### config.mk
export PLATFORM = sky130hd
export DESIGN_NAME = wb_bus_monitor
export DESIGN_NICKNAME = d
export VERILOG_FILES = /design/src/rtl/wb_mon_pkg.sv /design/src/rtl/wb_mon_sat_cnt.sv /design/src/rtl/wb_bus_monitor.sv
export SDC_FILE = /design/constraint.sdc
export NUM_CORES = 1
export LEC_CHECK = 0
export BUFFER_PORTS_ARGS = -buffer_cell sky130_fd_sc_hd__buf_2
export CORE_UTILIZATION = 30
export DETAILED_ROUTE_END_ITERATION = 6
export GPL_TIMING_DRIVEN = 0
export PLACE_DENSITY_LB_ADDON = 0.05
export SYNTH_ARGS = -nofsm -noshare
export SYNTH_HDL_FRONTEND = slang
export SYNTH_SLANG_ARGS = --single-unit
### constraint.sdc
create_clock -name wb_clk_i -period 2.2 [get_ports wb_clk_i]
set_input_delay 0.33 -clock wb_clk_i [delete_from_list [all_inputs] [get_ports wb_clk_i]]
set_output_delay 0.33 -clock wb_clk_i [all_outputs]
set_load 0.005 [all_outputs]
### src/rtl/wb_mon_pkg.sv
// Shared types and helpers for the Wishbone classic-cycle monitor.
// Flag indices double as bit positions in err_flags_o.
package wb_mon_pkg;

  typedef enum logic [1:0] {
    POST_RST,
    IDLE,
    WAIT,
    TOUT
  } state_t;

  localparam int E_RST_ACT    = 0;
  localparam int E_STB_NO_CYC = 1;
  localparam int E_ACK_SPUR   = 2;
  localparam int E_UNSTABLE   = 3;
  localparam int E_TIMEOUT    = 4;
  localparam int E_ACK_ERR    = 5;
  localparam int N_ERR        = 6;

  // Lowest set index plus one, zero when nothing is set.
  function automatic logic [2:0] first_set(
    input logic [N_ERR-1:0] f
  );
    first_set = 3'd0;
    for (int i = N_ERR - 1; i >= 0; i--) begin
      if (f[i]) first_set = 3'(i + 1);
    end
  endfunction

endpackage

### src/rtl/wb_mon_sat_cnt.sv
// Saturating up-counter with synchronous clear.
// Clear together with inc loads one, so no event is lost.
module wb_mon_sat_cnt #(
  parameter int W = 16
) (
  input  logic         clk,
  input  logic         rst,
  input  logic         clr,
  input  logic         inc,
  output logic [W-1:0] cnt
);

  localparam logic [W-1:0] ONE = {{(W-1){1'b0}}, 1'b1};

  always_ff @(posedge clk) begin
    if (rst) begin
      cnt <= '0;
    end else if (clr) begin
      cnt <= inc ? ONE : '0;
    end else if (inc && cnt != '1) begin
      cnt <= cnt + ONE;
    end
  end

endmodule

### src/rtl/wb_bus_monitor.sv
// Passive Wishbone classic-cycle protocol monitor: sticky error
// flags, first-error code, transfer counters and worst ack latency.
module wb_bus_monitor
  import wb_mon_pkg::*;
#(
  parameter int AW          = 32,
  parameter int DW          = 32,
  parameter int ACK_TIMEOUT = 64,
  parameter int CNT_W       = 16,
  parameter int LAT_W       = 8
) (
  input  logic              wb_clk_i,
  input  logic              wb_rst_i,
  input  logic              wb_cyc_i,
  input  logic              wb_stb_i,
  input  logic              wb_we_i,
  input  logic [DW/8-1:0]   wb_sel_i,
  input  logic [AW-1:0]     wb_adr_i,
  input  logic              wb_ack_o,
  input  logic              wb_err_o,
  input  logic              clr_i,
  output logic [N_ERR-1:0]  err_flags_o,
  output logic [2:0]        err_first_o,
  output logic              err_irq_o,
  output logic [CNT_W-1:0]  wr_cnt_o,
  output logic [CNT_W-1:0]  rd_cnt_o,
  output logic [LAT_W-1:0]  max_lat_o
);

  localparam int SW = DW / 8;
  localparam logic [LAT_W-1:0] LAT_ONE = {{(LAT_W-1){1'b0}}, 1'b1};
  localparam logic [LAT_W-1:0] LAT_TO  = LAT_W'(ACK_TIMEOUT - 1);

  state_t            state;
  logic [AW-1:0]     adr_q;
  logic              we_q;
  logic [SW-1:0]     sel_q;
  logic [LAT_W-1:0]  lat;

  logic              req, done, idle_like, busy, start;
  logic              ack_done, we_eff, timeout_hit, unstable;
  logic [LAT_W-1:0]  cur_lat;
  logic [N_ERR-1:0]  viol, flag_base;
  logic [2:0]        first_base;

  assign req       = wb_cyc_i & wb_stb_i;
  assign done      = wb_ack_o | wb_err_o;
  assign idle_like = (state == IDLE) || (state == POST_RST);
  assign busy      = (state == WAIT) || (state == TOUT);
  assign start     = idle_like & req;
  assign ack_done  = req & wb_ack_o;
  assign we_eff    = idle_like ? wb_we_i : we_q;
  assign cur_lat   = idle_like ? LAT_ONE : lat;

  // Timeout only counts while the master is still strobing.
  assign timeout_hit = (state == WAIT) && req && !done
                       && (lat >= LAT_TO);
  assign unstable    = busy && req
                       && (wb_adr_i != adr_q || wb_we_i != we_q
                           || wb_sel_i != sel_q);

  always_comb begin
    viol = '0;
    viol[E_RST_ACT]    = (state == POST_RST) && (wb_cyc_i || wb_stb_i);
    viol[E_STB_NO_CYC] = wb_stb_i && !wb_cyc_i;
    viol[E_ACK_SPUR]   = done && !req;
    viol[E_UNSTABLE]   = unstable;
    viol[E_TIMEOUT]    = timeout_hit;
    viol[E_ACK_ERR]    = wb_ack_o && wb_err_o;
  end

  assign flag_base  = clr_i ? '0 : err_flags_o;
  assign first_base = clr_i ? 3'd0 : err_first_o;

  always_ff @(posedge wb_clk_i) begin
    if (wb_rst_i) begin
      err_flags_o <= '0;
      err_first_o <= 3'd0;
      err_irq_o   <= 1'b0;
      max_lat_o   <= '0;
    end else begin
      err_flags_o <= flag_base | viol;
      err_irq_o   <= |(viol & ~flag_base);
      err_first_o <= (first_base == 3'd0) ? first_set(viol) : first_base;
      if (clr_i) begin
        max_lat_o <= ack_done ? cur_lat : '0;
      end else if (ack_done && cur_lat > max_lat_o) begin
        max_lat_o <= cur_lat;
      end
    end
  end

  always_ff @(posedge wb_clk_i) begin
    if (wb_rst_i) begin
      state <= POST_RST;
      adr_q <= '0;
      we_q  <= 1'b0;
      sel_q <= '0;
    end else begin
      unique case (state)
        POST_RST, IDLE: begin
          if (req) begin
            adr_q <= wb_adr_i;
            we_q  <= wb_we_i;
            sel_q <= wb_sel_i;
          end
          state <= (req && !done) ? WAIT : IDLE;
        end
        WAIT: begin
          if (!req || done) state <= IDLE;
          else if (timeout_hit) state <= TOUT;
        end
        TOUT: begin
          if (!req || done) state <= IDLE;
        end
        default: state <= IDLE;
      endcase
    end
  end

  wb_mon_sat_cnt #(.W(LAT_W)) u_lat (
    .clk (wb_clk_i),
    .rst (wb_rst_i),
    .clr (start),
    .inc (start | busy),
    .cnt (lat)
  );

  wb_mon_sat_cnt #(.W(CNT_W)) u_wr (
    .clk (wb_clk_i),
    .rst (wb_rst_i),
    .clr (clr_i),
    .inc (ack_done & we_eff),
    .cnt (wr_cnt_o)
  );

  wb_mon_sat_cnt #(.W(CNT_W)) u_rd (
    .clk (wb_clk_i),
    .rst (wb_rst_i),
    .clr (clr_i),
    .inc (ack_done & ~we_eff),
    .cnt (rd_cnt_o)
  );

endmodule
==> run metrics, run 1 <==
gr usage total=16.4%; Core ar.=0.0153 sq mm; first-pass GRT wire length=20800 um; CTS tree=yes; H-tree lvl count=3; fillers=1602; clock sink count=97; Worst-Skew Late Latency=0.35 ns; WL/cell=14.0 um; Crit Path Max Fanout=8; Antenna Violating Nets Remaining=0; final worst clock skew=0.00539 ns; pin count of the biggest net entering global routing=18; Critical Path Start Type=flop; hold crit path type=input port to flop; # diodes=0; drt via density=4.74; asr flop ratio synth=0%; Die Ht=127 um; fin crit share=93.4%; Clock Tree Buf Depth=2; Layout Cells excl Fill=902; post-layout utilization of the core=38.0%; Lkg Pwr=2.18 nW; Layout area overhead=23.0%; Die W=127 um; Reg clk slew, reported paths=0.07 ns; status=finished clean; IO Port Bufs=90; Top FF cell, synth=dfxtp_1; most common cell after layout, fill and taps aside=nand2_1; Distinct cells, synth=51; Hold Slack=0.227 ns; worst vdd ir=0.331 mV; Post-Syn Area=0.00472 sq mm; Data arrival, critical path=2.33 ns; worst reg2reg path depth=10; Worst Tran Pin Value=0.751 ns; vias=4276; Routed WL=12700 um; routability congestion estimate from global placement=0.764; slew margin rel.=49.8%; vias in the first global route=4182; CP endpoint kind=flop; Hold Fails Final Rpt=0; post-layout worst setup margin=0.146 ns; synthesized flop and latch total=97; Crit path required time=2.47 ns; syn_area_per_cell=8.09 sq um; P per Cell Area=662 mW/mm^2; initial antenna violation count=0; Iteration-0 DRC Markers=168; WHS Path Cells=3; Synth Net Count=638; drt drc=0; number of max-cap violations=0; placed insts=884; f_max=0.487 GHz; Post-Synthesis Cells=583; Top Ports=94; Post-synth EDFFs=0; DR pass1 iterations=4; Die Area=0.0162 sq mm; row cnt=45; critical path class=flop to flop; Setup WS pre-CTS=-0.277 ns; setup tns final=0 ns; root buf cell=clkbuf_16; grt ovf=0; share of cells above drive strength 1=18.7%; Num CTS Buffers=9; most frequent cells in the layout=nand2_1, dfxtp_1, buf_2; Final Max Slew Viols=0; Initial Utilization=30.9%; Seq/Total Area, Yosys=41.2%; Nets=741; HPWL after DPL=9370 um; number of synthesis warnings=0; Setup Viol. Count Final=0; fin crit period=2.05 ns
worst max-delay path, cell delays in order (launching register included):
cell,delay [ns]
dfxtp_4,0.37
buf_6,0.13
and2_4,0.15
ha_4,0.26
nor2b_4,0.12
o21a_1,0.10
o21ai_1,0.05
a211oi_1,0.26
o22a_1,0.18
buf_6,0.16
mux2i_1,0.20
logic make-up after synthesis:
| kind of cell | after synthesis | share of synthesized area, % |
|---|---|---|
| DFF | 97 | 41.2 |
| and+or+nand+nor | 245 | 24.2 |
| buffers and inverters | 43 | 3.47 |
| muxes | 12 | 2.68 |
| adders and majority gates | 11 | 2.92 |
| AOI/OAI and AO/OA | 118 | 15.0 |
| xor gates and xnor gates | 57 | 10.6 |
report_power, final:
| group | switching [mW] | internal, mW |
|---|---|---|
| clock | 0.753 | 0.893 |
| sequential | 0.0370 | 1.80 |
| combinational | 0.209 | 0.147 |
| total | 1.00 | 2.84 |
cell type report:
| cell class | count | area [sq um] | area share (%) |
|---|---|---|---|
| Clock inverter | 7 | 77.6 | 1.34 |
| Timing Repair Buffer | 93 | 470 | 8.11 |
| Inverter | 20 | 75.1 | 1.29 |
| Buffer | 22 | 98.8 | 1.70 |
| Tap cell | 211 | 264 | 4.55 |
| Sequential cell | 97 | 1950 | 33.5 |
| Clock buffer | 9 | 225 | 3.88 |
| Multi-Input combinational cell | 443 | 2640 | 45.6 |
per-stage QoR:
| step | instance area [sq um] | power [mW] |
|---|---|---|
| 2_1_floorplan | 4720 | 2.09 |
| 3_3_place_gp | 5430 | 2.23 |
| 3_5_place_dp | 5430 | 2.24 |
| 4_1_cts | 5750 | 3.91 |
| 5_1_grt | 5800 | 4.02 |
| 6_report | 5800 | 3.84 |
synth_stat cells (2+ instances only):
| library cell | instances | area (sq um) |
|---|---|---|
| o41ai_1 | 2 | 17.5 |
| and3_1 | 4 | 25.0 |
| inv_1 | 20 | 75.1 |
| and4_1 | 5 | 43.8 |
| nand2_1 | 118 | 443 |
| dfxtp_1 | 97 | 1940 |
| a21oi_1 | 64 | 320 |
| nor3_1 | 6 | 30.0 |
| a211oi_1 | 3 | 22.5 |
| ha_1 | 11 | 138 |
| clkbuf_1 | 21 | 78.8 |
| o31ai_1 | 2 | 15.0 |
| nor4_1 | 3 | 18.8 |
| a31oi_1 | 2 | 12.5 |
| o21ai_0 | 24 | 120 |
| xnor2_1 | 47 | 412 |
| nand4_1 | 18 | 113 |
| mux2i_1 | 10 | 100 |
| nor2_1 | 47 | 176 |
| buf_2 | 2 | 10.0 |
| and2_1 | 9 | 56.3 |
| nand3_1 | 15 | 75.1 |
| o2111ai_2 | 2 | 30.0 |
| o21a_1 | 3 | 22.5 |
| or3_1 | 12 | 75.1 |
| xor2_1 | 10 | 87.6 |
| o22a_1 | 2 | 17.5 |
routing by layer:
| metal | routed length, um | part of all wire [%] | GRT usage (%) | vias up |
|---|---|---|---|---|
| met5 | 0 | 0 | 0 | - |
| met4 | 208 | 1.6 | 6.58 | 0 |
| met3 | 455 | 3.6 | 3.14 | 13 |
| met2 | 5850 | 46 | 27.1 | 71 |
| met1 | 6150 | 49 | 21.0 | 1978 |
| li1 | - | - | - | 2214 |
state kept, by name, indices dropped and copies added, names as in the netlist:
register	flops
err_flags_o	6
u_rd.cnt	16
err_irq_o	1
max_lat_o	8
adr_q	32
err_first_o	3
sel_q	4
u_lat.cnt	8
state	2
we_q	1
u_wr.cnt	16
timing repair:
action                                  CTS  global route
gates resized for setup                   6            10
cloned                                    0             1
endpoints found under the setup margin   10             9
setup buffers                             0             2
hold buffers                              0             0
pin swaps                                 0             2
worst paths after layout:
check / startpoint / endpoint / slack (ns)
worst max-delay path: state[1] / max_lat_o[5] / 0.15
worst min-delay path: wb_adr_i[15] / adr_q[15] / 0.23
worst max register to register: state[1] / max_lat_o[5] / 0.15
worst min register to register: adr_q[9] / adr_q[9] / 0.47
Power figures use the tool's default switching activity.
==> run 2, diff against run 1 <==
--- a/config.mk
+++ b/config.mk
@@ -5,10 +5,10 @@
 export SDC_FILE = /design/constraint.sdc
 export NUM_CORES = 1
 export LEC_CHECK = 0
+export ABC_AREA = 0
 export BUFFER_PORTS_ARGS = -buffer_cell sky130_fd_sc_hd__buf_2
 export CORE_UTILIZATION = 30
 export DETAILED_ROUTE_END_ITERATION = 6
-export GPL_TIMING_DRIVEN = 0
 export PLACE_DENSITY_LB_ADDON = 0.05
 export SYNTH_ARGS = -nofsm -noshare
 export SYNTH_HDL_FRONTEND = slang
==> constraint.sdc (replaced) <==
create_clock -name wb_clk_i -period 2 [get_ports wb_clk_i]
set_input_delay 0.3 -clock wb_clk_i [delete_from_list [all_inputs] [get_ports wb_clk_i]]
set_output_delay 0.3 -clock wb_clk_i [all_outputs]
set_load 0.005 [all_outputs]
==> run 2 against run 1 <==
Compared with the run above: sequential share of layout area decreased by 0.97 points; global-route usage decreased by 0.89 points; worst setup slack got worse by 0.13 ns; core utilization increased by 1.1 points; via count about the same; critical endpoint is now max_lat_o[6].
==> run metrics, run 2 (synthesis gave the netlist of run 1 again) <==
number of max-cap violations=0; status=finished clean; Layout Cells excl Fill=907; Reg clk slew, reported paths=0.07 ns; Worst-Skew Late Latency=0.35 ns; Routed WL=12200 um; HPWL after DPL=8850 um; Worst Tran Pin Value=0.372 ns; critical path class=flop to flop; hold crit path type=input port to flop; Initial Utilization=30.9%; Slowest-stage cell, CP=dfxtp_4; Final Max Slew Viols=0; # diodes=0; critical path, cell by cell=and2_4, ha_4, nor2b_1, o21a_1, o21ai_2, a211oi_2, o22a_2, mux2i_1; max FFs per register=32; sw power=1.06 mW; grt met3 use=4.40%; RSZ-0062 raised after global routing=true; Hold Fails Final Rpt=0; Critical Path Start Type=flop; Antenna Violating Nets Remaining=0; CP peak stage delay=0.37 ns; Post-CTS Setup Inserts=0; H-tree lvl count=3; P per Cell Area=724 mW/mm^2; Setup Viol. Count Final=0; post-cts hold buffer count=0; Data arrival, critical path=2.26 ns; WL/cell=13.5 um; vias in the first global route=3968; Layout area overhead=26.6%; IO Port Bufs=93; Lkg Pwr=2.27 nW; vias=4275; share of cells above drive strength 1=22.6%; Setup WS pre-CTS=-0.195 ns; Power Internal=3.26 mW; Crit Path Max Fanout=8; Die Area=0.0162 sq mm; CTS tree=yes; slew margin rel.=75.2%; Die W=127 um; Core ar.=0.0153 sq mm; row cnt=45; met1 Usage GRT=19.6%; placed insts=891; Top Ports=94; grt met2 use=25.8%; gr usage total=15.5%; first-pass GRT wire length=19900 um; Clk pwr share=44.2%; power share of the sequential group=46.8%; drt via density=4.71; fin crit period=1.99 ns; f_max=0.503 GHz; Reg2Reg Setup Slack=0.01 ns; DR pass1 iterations=4; drt drc=0; initial antenna violation count=0; clock sink count=97; routability congestion estimate from global placement=0.751; worst vdd ir=0.388 mV; Net Sw Frac=24.6%; Most flops, register=adr_q; most common cell after layout, fill and taps aside=nand2_1; Crit path required time=2.28 ns; Comb power frac=9.0%; post-layout worst setup margin=0.0131 ns; Nets=746; fin crit share=99.3%; Clock Tree Buf Depth=2; Die Ht=127 um; Iteration-0 DRC Markers=210; CP endpoint kind=flop; busiest grt layer=met2; root buf cell=clkbuf_16; Num CTS Buffers=9; final worst clock skew=0.00911 ns; Regs by FF count=adr_q (32), u_rd.cnt (16), u_wr.cnt (16); most frequent cells in the layout=nand2_1, dfxtp_1, buf_2; grt ovf=0; pin count of the biggest net entering global routing=38
-- run 2: changes by cell type in the layout (fill, tap and decap cells not counted), sizes merged --
cell	previous run	this run
buf	96	120
clkinvlp	1	2
clkinv	3	1
clkbuf	28	9
bufinv	1	2
-- run 2: per-layer routing --
| layer | routed length [um] | vias up | part of all wire (%) |
|---|---|---|---|
| li1 | - | 2216 | - |
| met1 | 5740 | 1979 | 47 |
| met2 | 5800 | 71 | 48 |
| met3 | 540 | 9 | 4.4 |
| met4 | 121 | 0 | 0.99 |
| met5 | 0 | - | 0 |
-- run 2: cell type report --
cell class | instances | area, sq um
Fill cell | 1631 | 9290
Tap cell | 211 | 264
Inverter | 20 | 75.1
Clock inverter | 7 | 101
Clock buffer | 9 | 225
Timing Repair Buffer | 120 | 681
Multi-Input combinational cell | 443 | 2680
Sequential cell | 97 | 1950
-- run 2: stage by stage --
step	total power [mW]	setup TNS, ns	util (%)	cell area [sq um]	hold slack [ns]
after detailed placement	2.46	-1.48	36.5	5580	0.459
after global routing	4.54	-0.610	39.1	5970	0.194
after global placement	2.46	-0.633	36.5	5580	0.454
after CTS	4.42	0	38.7	5900	0.181
final	4.32	0	39.1	5970	0.198
after floorplan	2.30	0	-	4730	0.436
-- run 2: final timing paths --
kind / from / endpoint / cells past startpoint
worst max register to register: state[1] / max_lat_o[6] / 8
worst min-delay path: wb_sel_i[2] / sel_q[2] / 3
worst max-delay path: state[1] / max_lat_o[6] / 8
worst min register to register: adr_q[23] / adr_q[23] / 2
-- run 2: timing repair --
item                                    in CTS  in global routing
pin swaps                                    2                  6
endpoints found under the setup margin      11                 16
resized for setup                            2                 13
endpoints found under the hold margin        0                  0
-- run 2: critical path, delay by kind of cell, from the launching register on --
family,cells,cell delay [ns]
flops,1,0.37
mux,1,0.22
simple gates,2,0.29
compound gates,4,0.79
fa+ha+maj,1,0.25
-- run 2: power groups by stage --
stage | Clock (mW) | Combinational [mW] | Sequential [mW]
6_report | 1.91 | 0.391 | 2.02
4_1_cts | 2.00 | 0.397 | 2.02
5_1_grt | 2.08 | 0.437 | 2.03
3_3_place_gp | 0 | 0.392 | 2.07
2_1_floorplan | 0 | 0.235 | 2.06
3_5_place_dp | 0 | 0.395 | 2.07
